`src/rtl/sargantana_icache_mshr.sv`:
```
// Miss-status holding registers for the icache ifill path: in-order issue, out-of-order fills.
// Define SARGANTANA_ICACHE_MSHR_COALESCE_EN to merge same-line misses; otherwise they stall.
module sargantana_icache_mshr #(
  parameter int N_ENTRIES = 4,
  parameter int LINE_W    = 34,
  parameter int WAY_W     = 2,
  localparam int ID_W     = $clog2(N_ENTRIES)
) (
  input  logic              clk_i,
  input  logic              rst_i,
  input  logic              flush_i,
  input  logic              alloc_valid_i,
  output logic              alloc_ready_o,
  input  logic [LINE_W-1:0] alloc_paddr_i,
  input  logic [WAY_W-1:0]  alloc_way_i,
  output logic [ID_W-1:0]   alloc_id_o,
  output logic              alloc_merged_o,
  output logic              req_valid_o,
  input  logic              req_ready_i,
  output logic [LINE_W-1:0] req_paddr_o,
  output logic [WAY_W-1:0]  req_way_o,
  output logic [ID_W-1:0]   req_id_o,
  input  logic              resp_valid_i,
  input  logic [ID_W-1:0]   resp_id_i,
  input  logic              inv_valid_i,
  input  logic [LINE_W-1:0] inv_paddr_i,
  output logic              fill_valid_o,
  output logic [ID_W-1:0]   fill_id_o,
  output logic [LINE_W-1:0] fill_paddr_o,
  output logic [WAY_W-1:0]  fill_way_o,
  output logic              fill_install_o,
  output logic              full_o,
  output logic              busy_o,
  output logic              err_o
);

  typedef enum logic [1:0] {FREE = 2'd0, WAIT_ISSUE = 2'd1, WAIT_RESP = 2'd2} state_t;

  state_t              state      [N_ENTRIES];
  logic [N_ENTRIES-1:0] killed;
  logic [N_ENTRIES-1:0] no_install;
  logic [LINE_W-1:0]   paddr      [N_ENTRIES];
  logic [WAY_W-1:0]    way        [N_ENTRIES];

  logic [ID_W-1:0]     fifo       [N_ENTRIES];
  logic [ID_W-1:0]     rd_ptr;
  logic [ID_W-1:0]     wr_ptr;
  logic [ID_W:0]       count;

  logic                 resp_hit;
  logic [N_ENTRIES-1:0] freeing;
  logic [N_ENTRIES-1:0] inv_hit;
  logic [N_ENTRIES-1:0] line_hit;
  logic                 free_found;
  logic [ID_W-1:0]      free_idx;
  logic                 match_found;
  logic [ID_W-1:0]      match_idx;
  logic                 busy_any;
  logic                 merge_hit;
  logic                 conflict;
  logic                 alloc_fire;
  logic                 alloc_new;
  logic                 req_fire;
  logic [ID_W-1:0]      head;

  // Lowest-index search: the loop runs downward so the smallest index wins.
  always_comb begin
    resp_hit    = resp_valid_i && (state[resp_id_i] == WAIT_RESP);
    freeing     = '0;
    inv_hit     = '0;
    line_hit    = '0;
    free_found  = 1'b0;
    free_idx    = '0;
    match_found = 1'b0;
    match_idx   = '0;
    busy_any    = 1'b0;
    for (int i = N_ENTRIES - 1; i >= 0; i--) begin
      freeing[i]  = resp_hit && (resp_id_i == ID_W'(i));
      inv_hit[i]  = inv_valid_i && (state[i] != FREE) && (paddr[i] == inv_paddr_i);
      line_hit[i] = (state[i] != FREE) && !killed[i] && !no_install[i] && !freeing[i] &&
                    !inv_hit[i] && (paddr[i] == alloc_paddr_i);
      if (state[i] == FREE) begin
        free_found = 1'b1;
        free_idx   = ID_W'(i);
      end else begin
        busy_any = 1'b1;
      end
      if (line_hit[i]) begin
        match_found = 1'b1;
        match_idx   = ID_W'(i);
      end
    end
  end

`ifdef SARGANTANA_ICACHE_MSHR_COALESCE_EN
  assign merge_hit = match_found;
  assign conflict  = 1'b0;
`else
  assign merge_hit = 1'b0;
  assign conflict  = match_found;
`endif

  assign alloc_ready_o  = !rst_i && !flush_i && (merge_hit || (free_found && !conflict));
  assign alloc_fire     = alloc_valid_i && alloc_ready_o;
  assign alloc_new      = alloc_fire && !merge_hit;
  assign alloc_id_o     = alloc_ready_o ? (merge_hit ? match_idx : free_idx) : '0;
  assign alloc_merged_o = alloc_ready_o && merge_hit;

  assign head        = fifo[rd_ptr];
  assign req_valid_o = !rst_i && (count != '0);
  assign req_fire    = req_valid_o && req_ready_i;
  assign req_id_o    = req_valid_o ? head : '0;
  assign req_paddr_o = req_valid_o ? paddr[head] : '0;
  assign req_way_o   = req_valid_o ? way[head] : '0;

  assign full_o = !free_found;
  assign busy_o = busy_any;

  // Entry state machine: a response beats everything, then issue, then flush, then allocation.
  always_ff @(posedge clk_i) begin
    if (rst_i) begin
      for (int i = 0; i < N_ENTRIES; i++) begin
        state[i]      <= FREE;
        killed[i]     <= 1'b0;
        no_install[i] <= 1'b0;
      end
    end else begin
      for (int i = 0; i < N_ENTRIES; i++) begin
        if (freeing[i]) begin
          state[i]      <= FREE;
          killed[i]     <= 1'b0;
          no_install[i] <= 1'b0;
        end else if (req_fire && (head == ID_W'(i))) begin
          state[i] <= WAIT_RESP;
          if (flush_i) killed[i] <= 1'b1;
        end else if (flush_i && (state[i] == WAIT_ISSUE)) begin
          state[i] <= FREE;
        end else if (flush_i && (state[i] == WAIT_RESP)) begin
          killed[i] <= 1'b1;
        end else if (alloc_new && (free_idx == ID_W'(i))) begin
          state[i]      <= WAIT_ISSUE;
          killed[i]     <= 1'b0;
          no_install[i] <= 1'b0;
        end
        if (inv_hit[i] && !freeing[i]) no_install[i] <= 1'b1;
      end
    end
  end

  always_ff @(posedge clk_i) begin
    if (alloc_new) begin
      paddr[free_idx] <= alloc_paddr_i;
      way[free_idx]   <= alloc_way_i;
      fifo[wr_ptr]    <= free_idx;
    end
  end

  always_ff @(posedge clk_i) begin
    if (rst_i || flush_i) begin
      rd_ptr <= '0;
      wr_ptr <= '0;
      count  <= '0;
    end else begin
      if (req_fire)  rd_ptr <= rd_ptr + ID_W'(1);
      if (alloc_new) wr_ptr <= wr_ptr + ID_W'(1);
      count <= count + (ID_W+1)'(alloc_new) - (ID_W+1)'(req_fire);
    end
  end

  // p1: fill-complete stage, one cycle after the response
  logic              fill_vld_p1;
  logic [ID_W-1:0]   fill_id_p1;
  logic [LINE_W-1:0] fill_paddr_p1;
  logic [WAY_W-1:0]  fill_way_p1;
  logic              fill_install_p1;
  logic              err_q;

  always_ff @(posedge clk_i) begin
    if (rst_i) begin
      fill_vld_p1     <= 1'b0;
      fill_id_p1      <= '0;
      fill_paddr_p1   <= '0;
      fill_way_p1     <= '0;
      fill_install_p1 <= 1'b0;
      err_q           <= 1'b0;
    end else begin
      fill_vld_p1 <= resp_hit;
      if (resp_hit) begin
        fill_id_p1      <= resp_id_i;
        fill_paddr_p1   <= paddr[resp_id_i];
        fill_way_p1     <= way[resp_id_i];
        fill_install_p1 <= !killed[resp_id_i] && !no_install[resp_id_i] &&
                           !flush_i && !inv_hit[resp_id_i];
      end
      if (resp_valid_i && !resp_hit) err_q <= 1'b1;
    end
  end

  assign fill_valid_o   = fill_vld_p1;
  assign fill_id_o      = fill_id_p1;
  assign fill_paddr_o   = fill_paddr_p1;
  assign fill_way_o     = fill_way_p1;
  assign fill_install_o = fill_install_p1;
  assign err_o          = err_q;

endmodule

```
`config.mk`:
```
export PLATFORM = sky130hd
export DESIGN_NAME = sargantana_icache_mshr
export DESIGN_NICKNAME = d
export VERILOG_FILES = /design/src/rtl/sargantana_icache_mshr.sv
export SDC_FILE = /design/constraint.sdc
export NUM_CORES = 1
export LEC_CHECK = 0
export CAP_MARGIN = 40
export CORE_MARGIN = 3
export CORE_UTILIZATION = 40
export CTS_CLUSTER_SIZE = 40
export DETAILED_ROUTE_END_ITERATION = 8
export PLACE_DENSITY = 0.67
export REMOVE_ABC_BUFFERS = 1
export SLEW_MARGIN = 20
export SYNTH_ARGS = -nofsm -noshare
export SYNTH_HDL_FRONTEND = slang
export SYNTH_SLANG_ARGS = --single-unit
```
`constraint.sdc`:
```
create_clock -name clk_i -period 4.2 [get_ports clk_i]
set_input_delay 0.63 -clock clk_i [delete_from_list [all_inputs] [get_ports clk_i]]
set_output_delay 0.63 -clock clk_i [all_outputs]
set_load 0.03 [all_outputs]
```
==> results.cfg <==
[clock_tree]
cts_buffers = 26
clock_sinks = 218
path_clk_slew_ns = 0.06
root_buffer = clkbuf_16
clock_path_buffers = 3
insertion_delay_ns = 0.53
htree_levels = 1
cts_tree = built

[floorplan]
die_x_um = 183
initial_core_util_pct = 40.8
num_rows = 64
die_area_um2 = 33500
die_y_um = 183
io_pins = 165
fp.coreArea_um2 = 30700

[detailed_routing]
ant_nets = 0
initialDrtViolationCount = 882
wl_per_cell_um = 25.2
vias = 9491
via_per_inst = 5.64
dr.pass1.iters = 5
drc_errors = 0
wl_um = 42400

[logic_synthesis]
synth.distinct_cells = 51
synthCells = 1040
synth-main-ff-cell = edfxtp_1
synth_area_per_cell_um2 = 12.1
yosys_warnings = 0
ys_ff_latch = 218
synth_edf_count = 160
yosysMostFrequentCell = edfxtp_1
synth_area_um2 = 12500
synth.area.top_cells = edfxtp_1 38%, mux4_2 13%, xor2_1 11%
synth_commonest_cells = 160 x edfxtp_1, 153 x xor2_1, 125 x xnor2_1
ys_seq_area_share_pct = 47.6
yosysTopAreaCell = edfxtp_1
synth_top_area_share_pct = 38.3
synthArstFlopShare_pct = 0

[sta]
slew_violations = 0
max_slew.worst_pin.slew_ns = 0.884
post-route-min-period_ns = 4.08
worst_slack_ns = 0.117
final.setup.tns_ns = 0
hold_viol = 0
skew_ns = 0.0101
layout_worst_path_cycle_share_pct = 97.2
max_freq_mhz = 245
setup_violations = 0
relSlewSlack_pct = 41.1
rsz0062_at_grt = false

[grt]
antenna_found_initial = 2
grt_pass1_vias = 9582
grt_pass1_wl_um = 62400
grt_use_total_pct = 25.0
gr-total-overflow = 0
grt_max_degree = 46

[pwr]
peakVddDrop_v = 0.000217
p_leak_nw = 5.50
power_mw = 5.50
power.density_nw_per_um2 = 341

[setup_path]
r2r_cells = 15
crit_required_ns = 3.57
worst_setup_path_start_kind = input pin
reg2reg_slack_ns = 0.65
reg2reg_from = paddr[0][24]$_DFFE_PP_
cp.arrival_ns = 3.45
reg2reg_to = count[2]$_SDFF_PP0_
crit_type = input pin to output port
path_max_fanout = 3
end_kind = output port

[cells_and_area]
layout-drive-gt1-share_pct = 17.7
fin_nets = 1352
n_fill_cell = 2746
postLayoutCoreUtil_pct = 52.4
area_growth_pct = 28.7
layoutNonFillerInstCount = 1683

[place]
routabilityCongestion = 0.957
portBuffers = 163
dp_cells = 1634
place_ws_ns = -0.0666
hpwlAfterDp_um = 31700

[hold_path]
hold_class = flop to flop
hold_start = fill_paddr_o[28]$_SDFFE_PP0P_
min_to = fill_paddr_o[28]$_SDFFE_PP0P_
min_path_cells = 2

[run]
cap_violations = 0

[outcome]
status = completed
-- through the flow --
| stage | hold WS [ns] | area, um2 |
|---|---|---|
| finish | 0.453 | 16100 |
| global route | 0.475 | 16100 |
| CTS | 0.453 | 16100 |
| detailed placement | 0.445 | 15200 |
| global placement | 0.442 | 15200 |
| floorplan | 0.423 | 12300 |
-- critical path, stage by stage --
cell and delay (ns):
clkdlybuf4s50_1 0.53, buf_4 0.21, xnor2_1 0.34, nand3_1 0.16, nor3_1 0.27, nand4_1 0.18, a32oi_1 0.28, buf_4 0.16
nand3_1 0.13, nor3_1 0.26, buf_4 0.18, buf_12 0.11
-- cell type report --
type | instances | area, um2 | share of cell area (%)
multi-input cells | 749 | 6320 | 39.2
flip-flops and latches | 218 | 5970 | 37.0
repair buffers | 256 | 2410 | 15.0
clock buffers | 39 | 772 | 4.79
well taps | 396 | 495 | 3.07
clock inverters | 9 | 95.1 | 0.590
inverters | 15 | 61.3 | 0.380
diodes | 1 | 2.50 | 0.0155
-- metal layers --
layer | global-route usage [%] | routed length (um) | vias to the layer above
met4 | 6.22 | 1110 | 0
li1 | - | - | 4235
met1 | 36.1 | 18200 | 4697
met2 | 40.4 | 19700 | 491
met3 | 3.33 | 3420 | 68
met5 | 0 | 0 | -
-- kinds of logic (layout without fill, tap and decap cells) --
family,count (synthesis),after routing,share of synthesized area (%)
and+or+nand+nor,318,318,13.3
xor gates and xnor gates,278,278,19.4
DFF,218,218,47.6
muxes,76,76,13.5
buffers and inverters,73,319,2.33
AOI/OAI and AO/OA,69,69,3.07
adders and majority gates,7,7,0.759
other,1,2,0.0299
-- state kept, by name (all words and copies together) (netlist names), 2 cells and up, named ones only --
signal / cells
paddr: 136
fill_paddr_o: 34
fifo: 8
state: 8
way: 8
killed: 4
no_install: 4
count: 3
fill_id_o: 2
fill_way_o: 2
rd_ptr: 2
wr_ptr: 2
-- where the power goes --
part	switching (mW)	internal, mW
logic	0.447	0.348
clock network	0.910	1.39
registers	0.0420	2.36
-- how the worst max path moves through the flow --
stage,to,cells past startpoint,start
after floorplan,state[3][0]$_DFFE_PP_,9,state[0][0]$_SDFFCE_PN0P_
after global placement,count[2]$_SDFF_PP0_,16,inv_paddr_i[23]
after detailed placement,count[2]$_SDFF_PP0_,16,inv_paddr_i[24]
after CTS,alloc_id_o[0],12,inv_paddr_i[24]
after global routing,alloc_id_o[0],12,inv_paddr_i[23]
final,alloc_id_o[0],12,inv_paddr_i[23]
-- placed cells by master, fill, tap and decap left out, drive strengths merged, types with 3 or more instances in the layout --
cell type,n
clkbuf,39
nand4,40
a21oi,47
and2,44
or2,9
nand2,95
nand3b,3
a21boi,4
inv,14
or4,3
edfxtp,160
xor2,153
o21ai,9
nor3,17
buf,99
nor2,34
o31ai,3
nand3,13
clkinv,7
dfxtp,58
nand2b,3
mux4,74
xnor2,125
ha,6
nor2b,3
clkdlybuf4s50,157
nor4,43
-- timing repair --
action | in CTS | in global routing
setup endpoints to repair | 0 | 1
resized for setup | 0 | 1
hold buffers | 0 | 0
buffers inserted | 0 | 0
Note: power is estimated with default switching activity, not from simulation.
